==> src/rtl/shift_register_param.sv <==
// ---------------------------------------------------------------------------
// shift_register_param
//
// Universal WIDTH-bit shift register with eight modes: hold, logical shift
// right/left, rotate right/left, arithmetic shift right, parallel load and
// clear. Every shift-type operation advances a frame counter. After WIDTH
// shifts the counter wraps and frame_done pulses for one cycle.
//
// Ports:
//   clk             in   rising-edge clock
//   reset           in   asynchronous active-low reset
//   en              in   clock enable; the selected mode acts only when high
//   mode            in   [2:0] operation select (see localparams below)
//   serial_in       in   bit shifted in by SHR / SHL
//   parallel_in     in   [WIDTH-1:0] data for LOAD
//   parallel_output out  [WIDTH-1:0] register contents
//   serial_out      out  registered copy of the bit that left on the last shift
//   shift_count     out  [CW-1:0] shifts since last load/clear/wrap
//   frame_done      out  one-cycle pulse after the WIDTH-th shift
// ---------------------------------------------------------------------------
module shift_register_param #(
  parameter int WIDTH = 8,
  parameter int CW    = $clog2(WIDTH + 1)
) (
  input  logic             clk,
  input  logic             reset,
  input  logic             en,
  input  logic [2:0]       mode,
  input  logic             serial_in,
  input  logic [WIDTH-1:0] parallel_in,
  output logic [WIDTH-1:0] parallel_output,
  output logic             serial_out,
  output logic [CW-1:0]    shift_count,
  output logic             frame_done
);

  localparam logic [2:0] MODE_HOLD = 3'b000;
  localparam logic [2:0] MODE_SHR  = 3'b001;
  localparam logic [2:0] MODE_SHL  = 3'b010;
  localparam logic [2:0] MODE_ROR  = 3'b011;
  localparam logic [2:0] MODE_ROL  = 3'b100;
  localparam logic [2:0] MODE_LOAD = 3'b101;
  localparam logic [2:0] MODE_ASR  = 3'b110;
  localparam logic [2:0] MODE_CLR  = 3'b111;

  localparam logic [CW-1:0] LAST_COUNT = CW'(WIDTH - 1);

  logic [WIDTH-1:0] q_reg, q_next;
  logic             serial_out_reg, serial_out_next;
  logic [CW-1:0]    count_reg, count_next;
  logic             frame_done_reg, frame_done_next;
  logic             is_shift;

  always_comb begin
    q_next          = q_reg;
    serial_out_next = serial_out_reg;
    count_next      = count_reg;
    frame_done_next = 1'b0;   // pulse: low on every edge unless a frame wraps
    is_shift        = 1'b0;

    if (en) begin
      case (mode)
        MODE_HOLD: begin
        end
        MODE_SHR: begin
          q_next          = {serial_in, q_reg[WIDTH-1:1]};
          serial_out_next = q_reg[0];
          is_shift        = 1'b1;
        end
        MODE_SHL: begin
          q_next          = {q_reg[WIDTH-2:0], serial_in};
          serial_out_next = q_reg[WIDTH-1];
          is_shift        = 1'b1;
        end
        MODE_ROR: begin
          q_next          = {q_reg[0], q_reg[WIDTH-1:1]};
          serial_out_next = q_reg[0];
          is_shift        = 1'b1;
        end
        MODE_ROL: begin
          q_next          = {q_reg[WIDTH-2:0], q_reg[WIDTH-1]};
          serial_out_next = q_reg[WIDTH-1];
          is_shift        = 1'b1;
        end
        MODE_LOAD: begin
          q_next          = parallel_in;
          serial_out_next = 1'b0;
          count_next      = '0;
        end
        MODE_ASR: begin
          q_next          = {q_reg[WIDTH-1], q_reg[WIDTH-1:1]};
          serial_out_next = q_reg[0];
          is_shift        = 1'b1;
        end
        MODE_CLR: begin
          q_next          = '0;
          serial_out_next = 1'b0;
          count_next      = '0;
        end
        default: begin
          // Undefined encodings behave as hold.
        end
      endcase
    end

    // All shift directions share one frame counter.
    if (is_shift) begin
      if (count_reg == LAST_COUNT) begin
        count_next      = '0;
        frame_done_next = 1'b1;
      end else begin
        count_next = count_reg + CW'(1);
      end
    end
  end

  always_ff @(posedge clk or negedge reset) begin
    if (!reset) begin
      q_reg          <= '0;
      serial_out_reg <= 1'b0;
      count_reg      <= '0;
      frame_done_reg <= 1'b0;
    end else begin
      q_reg          <= q_next;
      serial_out_reg <= serial_out_next;
      count_reg      <= count_next;
      frame_done_reg <= frame_done_next;
    end
  end

  assign parallel_output = q_reg;
  assign serial_out      = serial_out_reg;
  assign shift_count     = count_reg;
  assign frame_done      = frame_done_reg;

endmodule

==> config.mk <==
export PLATFORM = sky130hd
export DESIGN_NAME = shift_register_param
export DESIGN_NICKNAME = d
export VERILOG_FILES = /design/src/rtl/shift_register_param.sv
export SDC_FILE = /design/constraint.sdc
export NUM_CORES = 1
export LEC_CHECK = 0
export BUFFER_PORTS_ARGS = -buffer_cell sky130_fd_sc_hd__buf_2
export CORE_MARGIN = 4
export CORE_UTILIZATION = 35
export DETAILED_ROUTE_END_ITERATION = 6
export PLACE_DENSITY = 0.57
export SLEW_MARGIN = 0
export SYNTH_ARGS = -nofsm -noshare
export SYNTH_HDL_FRONTEND = slang
export SYNTH_SLANG_ARGS = --single-unit
==> constraint.sdc <==
create_clock -name clk -period 1.1 [get_ports clk]
set_input_delay 0.22 -clock clk [delete_from_list [all_inputs] [get_ports clk]]
set_output_delay 0.22 -clock clk [all_outputs]
set_load 0.1 [all_outputs]
* After elaboration in Yosys (flattened, before gate mapping)
Index checks and enable logic that the tools add are counted.
** Word-level totals
- Bits in registers :: 14
- Latch bits :: 0
- Bits in writable memories :: 0
- ROM bits :: 0
- Memories :: 0
** Operators by class
- Add/sub/neg operators :: 1
- Multipliers :: 0
- Divide/modulo/power cells :: 0
- Order comparisons :: 0
- Equal/unequal tests :: 8
- Shifts and indexed selects :: 0
- Muxes and demuxes :: 10
- Bitwise gates (word level) :: 1
- Reductions and logical operators :: 13
** Operator list (number)
- $pmux W8 S7 :: 1
- $mux W4 :: 4
- $eq A3 B3 Y1 const B :: 4
- $reduce_bool A7 Y1 :: 1
- $eq A3 B2 Y1 const B :: 2
- $reduce_and A2 Y1 :: 3
- $reduce_bool A6 Y1 :: 1
- $reduce_or A5 Y1 :: 1
- $add A4 B1 Y4 const B :: 1
- $eq A4 B3 Y1 const B :: 1
- $mux W1 :: 4
- $reduce_bool A2 Y1 :: 2
- $reduce_or A2 Y1 :: 2
- $eq A3 B1 Y1 const B :: 1
- $pmux W1 S3 :: 1
- $reduce_and A3 Y1 :: 1
- $reduce_bool A3 Y1 :: 1
- $reduce_or A3 Y1 :: 1
- $not A1 Y1 :: 1

* Logic depth before layout (Yosys ltp)
Gate-level depths: netlist of run 1.
- Depth in word-level cells :: 6
- Depth in mapped cells :: 5
- Gate-level depth less buffers :: 4

* Worst setup path after synthesis of run 1
No wires, ideal clock.
- Path kind :: reg-to-reg
- Start :: register count_reg[1] (netlist: shift_count[1])
- End :: register count_reg[2] (netlist: shift_count[2])
- Setup time :: 0.136 ns
- Arrival time :: 1.637 ns
- Required time :: 0.964 ns
- Setup slack :: -0.673 ns
- Cell stages (with the launch flop) :: 5
- Path buffers :: 0
- Clock period less this slack :: 1.773 ns
- Cells stage by stage :: dfrtp_1 -> ha_1 -> nand2_1 -> o22ai_1 -> a21oi_1
** On the way
- Word-level cells in the longest chain between the ends :: 3
- Elaborated cells on any way between the ends :: 4
- Classes of those cells :: 1 x add/sub; 1 x eq/ne; 2 x mux
** Ends and longest elaborated chain
- start: declaration :: RTL line 50 : logic [CW-1:0] count_reg, count_next;
- start signal: assignment :: RTL line 126 : count_reg <= count_next;
- $add A4 B1 Y4 / $eq A4 B3 Y1 (equally long branches) :: RTL line 112, 108
- $mux W4 (*) :: RTL line 108 : if (count_reg == LAST_COUNT) begin
- $mux W4 (*) :: RTL line 107 : if (is_shift) begin
Every way passes the cells marked *; elsewhere a longest branch is shown, timed or not.
A chain may end at the register's enable or synchronous reset.

* Final worst setup path of run 1
- Start :: register q_reg[6] (netlist: parallel_output[6])
- End :: output port parallel_output[6]
** RTL lines
- start: declaration :: RTL line 48 : logic [WIDTH-1:0] q_reg, q_next;
- start signal: assignment :: RTL line 124 : q_reg <= q_next;
- end: declaration :: RTL line 31 : output logic [WIDTH-1:0] parallel_output,
No word-level cell between the ends.

==> results of run 1 <==
-- kinds of logic after synthesis --
| group | count (synthesis) | synth area share (%) |
|---|---|---|
| DFF | 14 | 37.8 |
| and+or+nand+nor | 32 | 15.8 |
| xor gates and xnor gates | 2 | 2.70 |
| buffers and inverters | 11 | 6.89 |
| adders and majority gates | 7 | 7.84 |
| AOI/OAI and AO/OA | 33 | 25.5 |
| muxes | 3 | 3.38 |
-- power by group --
group          internal (W)  switching (W)
Clock              0.000201       0.000176
Combinational       0.00107        0.00137
Sequential         0.000690       0.000128
Total               0.00196        0.00168
-- worst max-delay path, delay by kind of cell, from the launching register on --
family                 cells  cell delay (ns)
DFF                        1             0.51
buffers and inverters      2             0.28
-- cells in the mapped netlist (2+ instances only) --
cell type and number:
a21oi_1 7, a22oi_1 5, a31oi_1 6, buf_6 2, dfrtp_1 14, inv_1 3, inv_2 2, maj3_1 6
mux2i_1 2, nand2_1 13, nand3_1 3, nor2_1 11, nor3_1 2, o21ai_0 3, o22ai_1 2, o31ai_1 2
-- stage by stage --
step / setup TNS [ns] / setup WS (ns) / instance area [sq um] / cells
floorplan: -1.36 / -0.136 / 1020 / 102
detailed placement: -1.60 / -0.144 / 1570 / 179
CTS: -2.67 / -0.185 / 1800 / 200
global placement: -1.21 / -0.110 / 1570 / 179
global route: -3.60 / -0.223 / 1860 / 201
finish: -2.61 / -0.194 / 1860 / 201
-- layout make-up --
cell class / instances / area [sq um]
repair buffers: 70 / 764
clock buffers: 4 / 36.3
well taps: 30 / 37.5
fillers: 180 / 637
multi-input cells: 77 / 604
inverters: 6 / 25.0
flip-flops and latches: 14 / 395
-- metal layers --
layer / vias up / wire length, um
met5: - / 0
met1: 533 / 1310
li1: 511 / -
met2: 39 / 1500
met4: 0 / 68
met3: 8 / 138
-- path summary, 6_finish.rpt --
kind,startpoint,endpoint,slack (ns),cells after the start
min in group asynchronous,reset,parallel_output[6],0.37,2
max reg2reg,parallel_output[6],parallel_output[7],-0.15,5
min,parallel_in[6],parallel_output[6],0.25,3
max in group asynchronous,reset,shift_count[1],0.45,2
max,parallel_output[6],parallel_output[6],-0.19,2
min reg2reg,serial_out,serial_out,0.62,2
-- what timing repair did --
item / in CTS / in global routing
endpoints found under the hold margin: 14 / 0
buffers inserted: 16 / 3
gates cloned: 0 / 0
pin swaps: 15 / 16
gates resized for setup: 15 / 15
endpoints found under the setup margin: 16 / 26
hold buffers: 1 / 0
==> summary.md, run 1 <==
| Metric | Value |
|---|---|
| Worst endpoint data arrival time | 1.07 ns |
| Commonest non-fill, non-tap cell in the layout | buf_4 |
| Worst vdd ir | 1.75 mV |
| CTS tree | done |
| Slew Limit Fails | 0 |
| Clock buffer depth | 2 |
| Worst Tran Pin Value | ~0.37 ns |
| Layout cells sized above 1 | between 60% and 70% |
| Final wirelength | between 3000 and 4000 um |
| Clk root buf | clkbuf_4 |
| Number of warnings issued by yosys | 0 |
| Worst-Skew Late Latency | 0.28 ns |
| Max stage delay cell, worst path | dfrtp_4 |
| Startpoint types | flop |
| Crit-path cells | buf_6, buf_12 |
| Drt pass-1 iters | 6 |
| Routed Antenna Nets | 0 |
| Final net count | 188 |
| Cell Pwr Density | between 1500 and 2000 mW/mm^2 |
| Initial Utilization | between 30 and 40% |
| GR Util met2 | 27.8% |
| Synth unique cells | 35 |
| CP max stage delay | roughly 0.51 ns |
| Failing checks | setup timing |
| M3 GR Usage | between 3 and 4% |
| Hold slack | approximately 0.25 ns |
| H-tree depth | 1 |
| PnR Total Power | roughly 0.0036 W |
| Req. time, crit path | 0.88 ns |
| GR Util All Layers | a little under a fifth |
| Skew final | ~0.0058 ns |
| Row cnt | 18 |
| Gr busiest metal | met2 |
| CP Max Fanout | 2 |
| DR vias | ~1100 |
| Clk pin slew, worst setup/hold paths | approximately 0.09 ns |
| Syn avg cell area | roughly 9.1 sq um |
| Post-DP HPWL | roughly 2000 um |
| CTS Buf Count | 3 |
| Hold WC Path Type | input port to flop |
| Max FFs per register | 8 |
| Outcome | complete, but fails checks |
| Num ports | 29 |
| Rel. slew slack | around three quarters |
| Cell area after synthesis | roughly 930 sq um |
| Commonest non-fill, non-tap cells in the layout | buf_4, buf_6, buf_12, buf_2, nand2_1 |
| Mapped Nets | ~120 |
| GR Util met1 | about 25% |
| First-pass GRT wire length | 4840 um |
| Number of DRC markers in iteration 0 | 41 |
| PortBufs | 28 |
| RePlAce Congestion | between 0.8 and 0.9 |
| Pleak | between 0.8 and 0.9 nW |
| Fin crit period | between 1 and 1.5 ns |
| Vias in the first global route | ~1000 |
| Final setup fails | 23 |
| Yosys top cell by area | dfrtp_1 |
| Initial antenna violation count | 0 |
| Die Y | roughly 60 um |
| Antenna diodes | 0 |
| Post-route DRC violation count | 0 |
| EDFF count, synth | 0 |
| Vias per cell | 5.43 |
| Total grt overflow | 0 |
| Yosys top cell area share | between 30% and 40% |
| Final worst-path setup slack | -0.194 ns |
| Top cells by area, synth | dfrtp_1, maj3_1, nand2_1, nor2_1, a22oi_1 |
| Unrepaired setup endpoints after global routing | true |
| Fin. Hold Viols | 0 |
| CP Class | flop to output port |
| Core area | between 0.002 and 0.0025 sq mm |
| Largest net degree at the start of global routing | 15 |
| Ys flop type | dfrtp_1 |
| Sequential area share after synthesis | a little under two fifths |
| Period utilization | 118% |
| Width of the die | just under 60 um |
| Maxcap violations | 0 |
| Final Util | 74.5% |
| Die ar. | around 0.0035 sq mm |
| Post-Synthesis Cells | 102 |
| Clock sinks | 14 |
| Fraction of registers with async set or reset after synthesis | between 90% and 100% |
| Max Freq | 0.773 GHz |
| Area Overhead vs Synth | 101% |
| Synth Register Bits | 14 |
| Wirelength per Cell | 15.0 um |
| Crit end category | output port |
Power figures use the tool's default switching activity.
==> inputs of run 2 (changes only) <==
--- a/config.mk
+++ b/config.mk
@@ -10,6 +10,7 @@
 export CORE_UTILIZATION = 35
 export DETAILED_ROUTE_END_ITERATION = 6
 export PLACE_DENSITY = 0.57
+export RECOVER_POWER = 50
 export SLEW_MARGIN = 0
 export SYNTH_ARGS = -nofsm -noshare
 export SYNTH_HDL_FRONTEND = slang
==> run 2 against run 1 <==
Effect of this change: final cell count unchanged; worst setup slack unchanged; the flow still finishes with violations (setup timing); sequential share of layout area unchanged; sequential power about the same; clock-buffer cell count unchanged; clock skew unchanged; fmax unchanged; largest cell class unchanged; combinational power about the same; sequential cell count unchanged.
==> summary.md, run 2 (synthesis results as in run 1) <==
| Metric | Value |
|---|---|
| Initial Utilization | 37.0% |
| Flop2flop setup slack | -0.15 ns |
| Initial antenna violation count | 0 |
| Met2 wire length | between 1500 and 2000 um |
| Crit end category | output port |
| Clk root buf | clkbuf_4 |
| CP Max Fanout | 2 |
| Routed Antenna Nets | 0 |
| CTS Buf Count | 3 |
| Vias per cell | between 5 and 6 |
| Maxcap violations | 0 |
| Clock sinks | 14 |
| Number of DRC markers in iteration 0 | 42 |
| RePlAce Congestion | between 0.8 and 0.9 |
| Core area | between 0.002 and 0.0025 sq mm |
| Clk pin slew, worst setup/hold paths | 0.09 ns |
| Fill cells | 180 |
| Cell Pwr Density | between 1500 and 2000 mW/mm^2 |
| Final wirelength | 3020 um |
| PnR Total Power | between 0.003 and 0.004 W |
| Outcome | complete, but fails checks |
| Area Overhead vs Synth | 101% |
| Die ar. | approximately 0.0035 sq mm |
| Unrepaired setup endpoints after global routing | true |
| Total grt overflow | 0 |
| Largest net degree at the start of global routing | 15 |
| Num ports | 29 |
| Wirelength per Cell | about 15 um |
| Width of the die | between 50 and 60 um |
| CTS tree | done |
| Fin. Hold Viols | 0 |
| Top routing layer used | met4 |
| Commonest non-fill, non-tap cells in the layout | buf_4, buf_6, buf_12, buf_2, nand2_1 |
| Hold WC Path Type | input port to flop |
| Row cnt | 18 |
| Met3 WL | 138 um |
| Max stage delay cell, worst path | dfrtp_4 |
| Die Y | 59.4 um |
| Slew Limit Fails | 0 |
| Metal-1 WL | between 1000 and 1500 um |
| Period utilization | 118% |
| CP max stage delay | approximately 0.51 ns |
| Crit-path cells | buf_6, buf_12 |
| Fin crit period | ~1.3 ns |
| Vias in the first global route | roughly 1000 |
| Rel. slew slack | 75.4% |
| Req. time, crit path | a little under 0.9 ns |
| Worst vdd ir | around 1.8 mV |
| Worst Tran Pin Value | between 0.3 and 0.4 ns |
| GR Util All Layers | a little under a fifth |
| Drt pass-1 iters | 6 |
| Post-DP HPWL | about 2000 um |
| Max Freq | a little under 0.8 GHz |
| Final Util | 74.5% |
| H-tree depth | 1 |
| Worst-Skew Late Latency | 0.28 ns |
| Worst endpoint data arrival time | roughly 1.1 ns |
| Commonest non-fill, non-tap cell in the layout | buf_4 |
| Final worst-path setup slack | -0.194 ns |
| Clock buffer depth | 2 |
| Pleak | slightly above 0.8 nW |
| PortBufs | 28 |
| Max FFs per register | 8 |
| Antenna diodes | 0 |
| Startpoint types | flop |
| Final net count | ~190 |
| Skew final | 0.00583 ns |
| DR vias | approximately 1100 |
| Post-route DRC violation count | 0 |
| First-pass GRT wire length | about 4800 um |
| Failing checks | setup timing |
| Layout cells sized above 1 | approximately two thirds |
| CP Class | flop to output port |
| Final setup fails | 23 |
[run 2: changes by cell type in the layout (fill, tap and decap cells not counted), sizes merged]
cell / before / now
clkbuf: 4 / 5
buf: 69 / 68
[run 2: power by group]
part / leakage (nW) / internal (W) / switching [W]
clock network: 0.0210 / 0.000201 / 0.000176
registers: 0.154 / 0.000690 / 0.000128
logic: 0.644 / 0.00107 / 0.00137
total: 0.820 / 0.00196 / 0.00168
[run 2: final cells by class]
class                      instances  area [sq um]  area share, %
timing repair buffer              70           764           41.0
sequential                        14           395           21.2
tap                               30          37.5           2.01
multi-input combinational         77           604           32.4
inverter                           6          25.0           1.34
clock buffer                       4          36.3           1.95
[run 2: stage by stage]
step | cells | area [sq um] | worst slack [ns] | hold WS, ns | TNS (ns)
final | 201 | 1860 | -0.194 | 0.255 | -2.61
after global routing | 201 | 1860 | -0.223 | 0.255 | -3.60
after CTS | 200 | 1800 | -0.185 | 0.260 | -2.67
after detailed placement | 179 | 1570 | -0.144 | 0.137 | -1.60
after global placement | 179 | 1570 | -0.110 | 0.140 | -1.21
after floorplan | 102 | 1020 | -0.136 | -0.0756 | -1.36
[run 2: repair_timing]
| item | CTS | global route |
|---|---|---|
| setup buffers | 16 | 3 |
| endpoints found under the setup margin | 16 | 26 |
| hold buffers | 1 | 0 |
| endpoints found under the hold margin | 14 | 0 |
| pin swaps | 15 | 16 |
| resized for setup | 15 | 15 |
[run 2: final timing paths]
check | start | end | depth (start not counted)
setup reg to reg | parallel_output[6] | parallel_output[7] | 5
hold reg to reg | serial_out | serial_out | 2
max in group asynchronous | reset | shift_count[1] | 2
setup / recovery | parallel_output[6] | parallel_output[6] | 2
hold / removal | parallel_in[6] | parallel_output[6] | 3
min in group asynchronous | reset | parallel_output[6] | 2
[run 2: layer usage]
layer / GRT usage [%] / vias up
met3: 3.05 / 8
met5: 0 / -
met1: 24.8 / 534
met4: 8.09 / 0
met2: 27.8 / 39
li1: - / 511
[run 2: worst max-delay path, delay by kind of cell, from the launching register on]
family | cells | cell delay, ns
flip-flops | 1 | 0.51
buffers and inverters | 2 | 0.28
==> inputs of run 3 (changes only) <==
--- a/config.mk
+++ b/config.mk
@@ -5,11 +5,11 @@
 export SDC_FILE = /design/constraint.sdc
 export NUM_CORES = 1
 export LEC_CHECK = 0
-export BUFFER_PORTS_ARGS = -buffer_cell sky130_fd_sc_hd__buf_2
 export CORE_MARGIN = 4
 export CORE_UTILIZATION = 35
 export DETAILED_ROUTE_END_ITERATION = 6
-export PLACE_DENSITY = 0.57
+export DONT_BUFFER_PORTS = 1
+export PLACE_DENSITY = 0.47
 export RECOVER_POWER = 50
 export SLEW_MARGIN = 0
 export SYNTH_ARGS = -nofsm -noshare
==> run 3 against run 2 <==
Effect of this change: final cell count down 15%; wire length down 8.4%; clock skew up 0.0040 ns; highest routed layer unchanged; sequential power up 2.8%; via count down 14%; non-clock buffer count down 31; critical endpoint unchanged; clock power up 5%; register-to-register slack better by 0.02 ns; combinational power down 11%; first-iteration DRC count down 40%; the run still ends with setup timing left.
==> summary.md, run 3 (synthesis results as in run 1) <==
| Metric | Value |
|---|---|
| Post-DP HPWL | roughly 1800 um |
| Max Freq | 0.776 GHz |
| Sequential share of power | between 20% and 30% |
| NetSw | between 0.0015 and 0.002 W |
| H-tree depth | 1 |
| Clk pin slew, worst setup/hold paths | ~0.1 ns |
| Worst r2r path cells | 5 |
| Worst-Skew Late Latency | 0.30 ns |
| Clock sinks | 14 |
| Initial antenna violation count | 0 |
| Final net count | 157 |
| CP Max Fanout | 2 |
| Commonest non-fill, non-tap cells in the layout | buf_12, nand2_1, nor2_1, dfrtp_4, buf_6 |
| Pleak | ~0.66 nW |
| Logic pwr share | 63.6% |
| Fin. Hold Viols | 0 |
| Unrepaired setup endpoints after global routing | true |
| Row cnt | 18 |
| Antenna diodes | 0 |
| Worst endpoint data arrival time | roughly 1.1 ns |
| Wirelength per Cell | around 16 um |
| Max stage delay cell, worst path | dfrtp_4 |
| Vias in the first global route | between 1000 and 1500 |
| Worst vdd ir | between 1.5 and 2 mV |
| Total grt overflow | 0 |
| Layout cells sized above 1 | ~60% |
| Crit end category | output port |
| Die ar. | 0.00353 sq mm |
| Number of DRC markers in iteration 0 | 25 |
| Largest net degree at the start of global routing | 16 |
| Die Y | approximately 60 um |
| Cell Pwr Density | around 2100 mW/mm^2 |
| Routed Antenna Nets | 0 |
| RR Startpoint | parallel_output[7] |
| Final Cell Area | ~0.0016 sq mm |
| Clk root buf | clkbuf_4 |
| Clock power share | a little under an eighth |
| Sw Share | around 47% |
| DR vias | 935 |
| Worst hold path cell count | 1 |
| Commonest non-fill, non-tap cell in the layout | buf_12 |
| Flop2flop setup slack | -0.13 ns |
| Vias per cell | around 5.5 |
| Rel. slew slack | a little over half |
| Req. time, crit path | 0.88 ns |
| Startpoint types | flop |
| Top delay family on crit path | flip-flops |
| Hold_sp | en |
| Final setup fails | 23 |
| Outcome | complete, but fails checks |
| Pre-CTS setup slack | 0.00241 ns |
| Failing checks | setup timing |
| CP max stage delay | 0.49 ns |
| Period utilization | 117% |
| Worst hold endpoint | parallel_output[1] |
| Maxcap violations | 0 |
| Final worst-path setup slack | -0.189 ns |
| Hold WC Path Type | input port to flop |
| R2R Path End | serial_out |
| Slew Limit Fails | 0 |
| Max FFs per register | 8 |
| Final wirelength | between 2000 and 3000 um |
| Fin crit period | about 1.3 ns |
| Num ports | 29 |
| Post-route DRC violation count | 0 |
| RePlAce Congestion | 0.772 |
| Area Overhead vs Synth | 73.2% |
| Placed inst area | approximately 0.0012 sq mm |
| Core area | approximately 0.0025 sq mm |
| CP Class | flop to output port |
| P_int | about 0.0018 W |
| Skew final | 0.00979 ns |
| GR Util All Layers | 17.7% |
| CTS Buf Count | 3 |
| Width of the die | approximately 59 um |
| PortBufs | 0 |
| Clock buffer depth | 2 |
| First-pass GRT wire length | around 4600 um |
| Drt pass-1 iters | 4 |
| Bufs and invs on worst path | 2 |
| Initial Utilization | 37.0% |
| CTS tree | done |
| Crit-path cells | buf_6, buf_12 |
| Worst Tran Pin Value | slightly below 0.7 ns |
run 3: through the flow:
step	hold slack [ns]	setup TNS [ns]	total power, W	instances	util [%]
after floorplan	-0.0756	-1.36	0.00203	102	-
after global placement	-0.0752	-0.0270	0.00237	145	48.0
after detailed placement	-0.0751	0	0.00238	145	48.0
after CTS	0.000677	-2.27	0.00336	169	62.4
after global routing	0.0159	-3.27	0.00356	170	64.2
final	0.0337	-2.14	0.00340	170	64.2
run 3: timing repair:
| item | CTS | global route |
|---|---|---|
| setup endpoints to repair | 16 | 28 |
| pin swaps | 12 | 5 |
| hold buffers | 2 | 1 |
| gates resized for setup | 38 | 11 |
| endpoints found under the hold margin | 17 | 4 |
| setup buffers | 18 | 0 |
run 3: layout make-up:
cell class                 count  area [sq um]
clock buffer                   4          36.3
fill                         216           896
inverter                       6          25.0
multi-input combinational     77           581
sequential                    14           395
tap                           30          37.5
timing repair buffer          39           529
run 3: power groups by stage:
stage                     clock (W)  sequential (W)  combinational (W)
after detailed placement          0        0.000870            0.00151
final                      0.000396        0.000841            0.00217
after floorplan                   0         0.00167           0.000364
after CTS                  0.000415        0.000831            0.00212
after global routing       0.000442        0.000863            0.00226
after global placement            0        0.000867            0.00150
run 3: worst reg2reg max path: stages, from the launching register on:
cell and delay [ns]:
dfrtp_4 0.53, buf_6 0.13, nor3_2 0.10, a21oi_1 0.06, o221ai_1 0.21, a21oi_1 0.10
run 3: worst max path at each step:
stage | start | to | slack, ns | cells past startpoint
after floorplan | parallel_output[0] | parallel_output[1] | -0.14 | 3
after global placement | mode[1] | parallel_output[1] | -0.03 | 4
after detailed placement | parallel_output[0] | parallel_output[7] | 0.002 | 4
after CTS | parallel_output[6] | parallel_output[6] | -0.20 | 2
after global routing | parallel_output[0] | parallel_output[0] | -0.23 | 2
final | parallel_output[6] | parallel_output[6] | -0.19 | 2
run 3: metal layers:
metal | part of all wire [%] | GRT usage [%] | vias to the layer above
li1 | - | - | 450
met1 | 42 | 20.5 | 450
met3 | 7.5 | 7.41 | 6
met4 | 1.0 | 6.80 | 0
met2 | 50 | 28.7 | 29
met5 | 0 | 0 | -
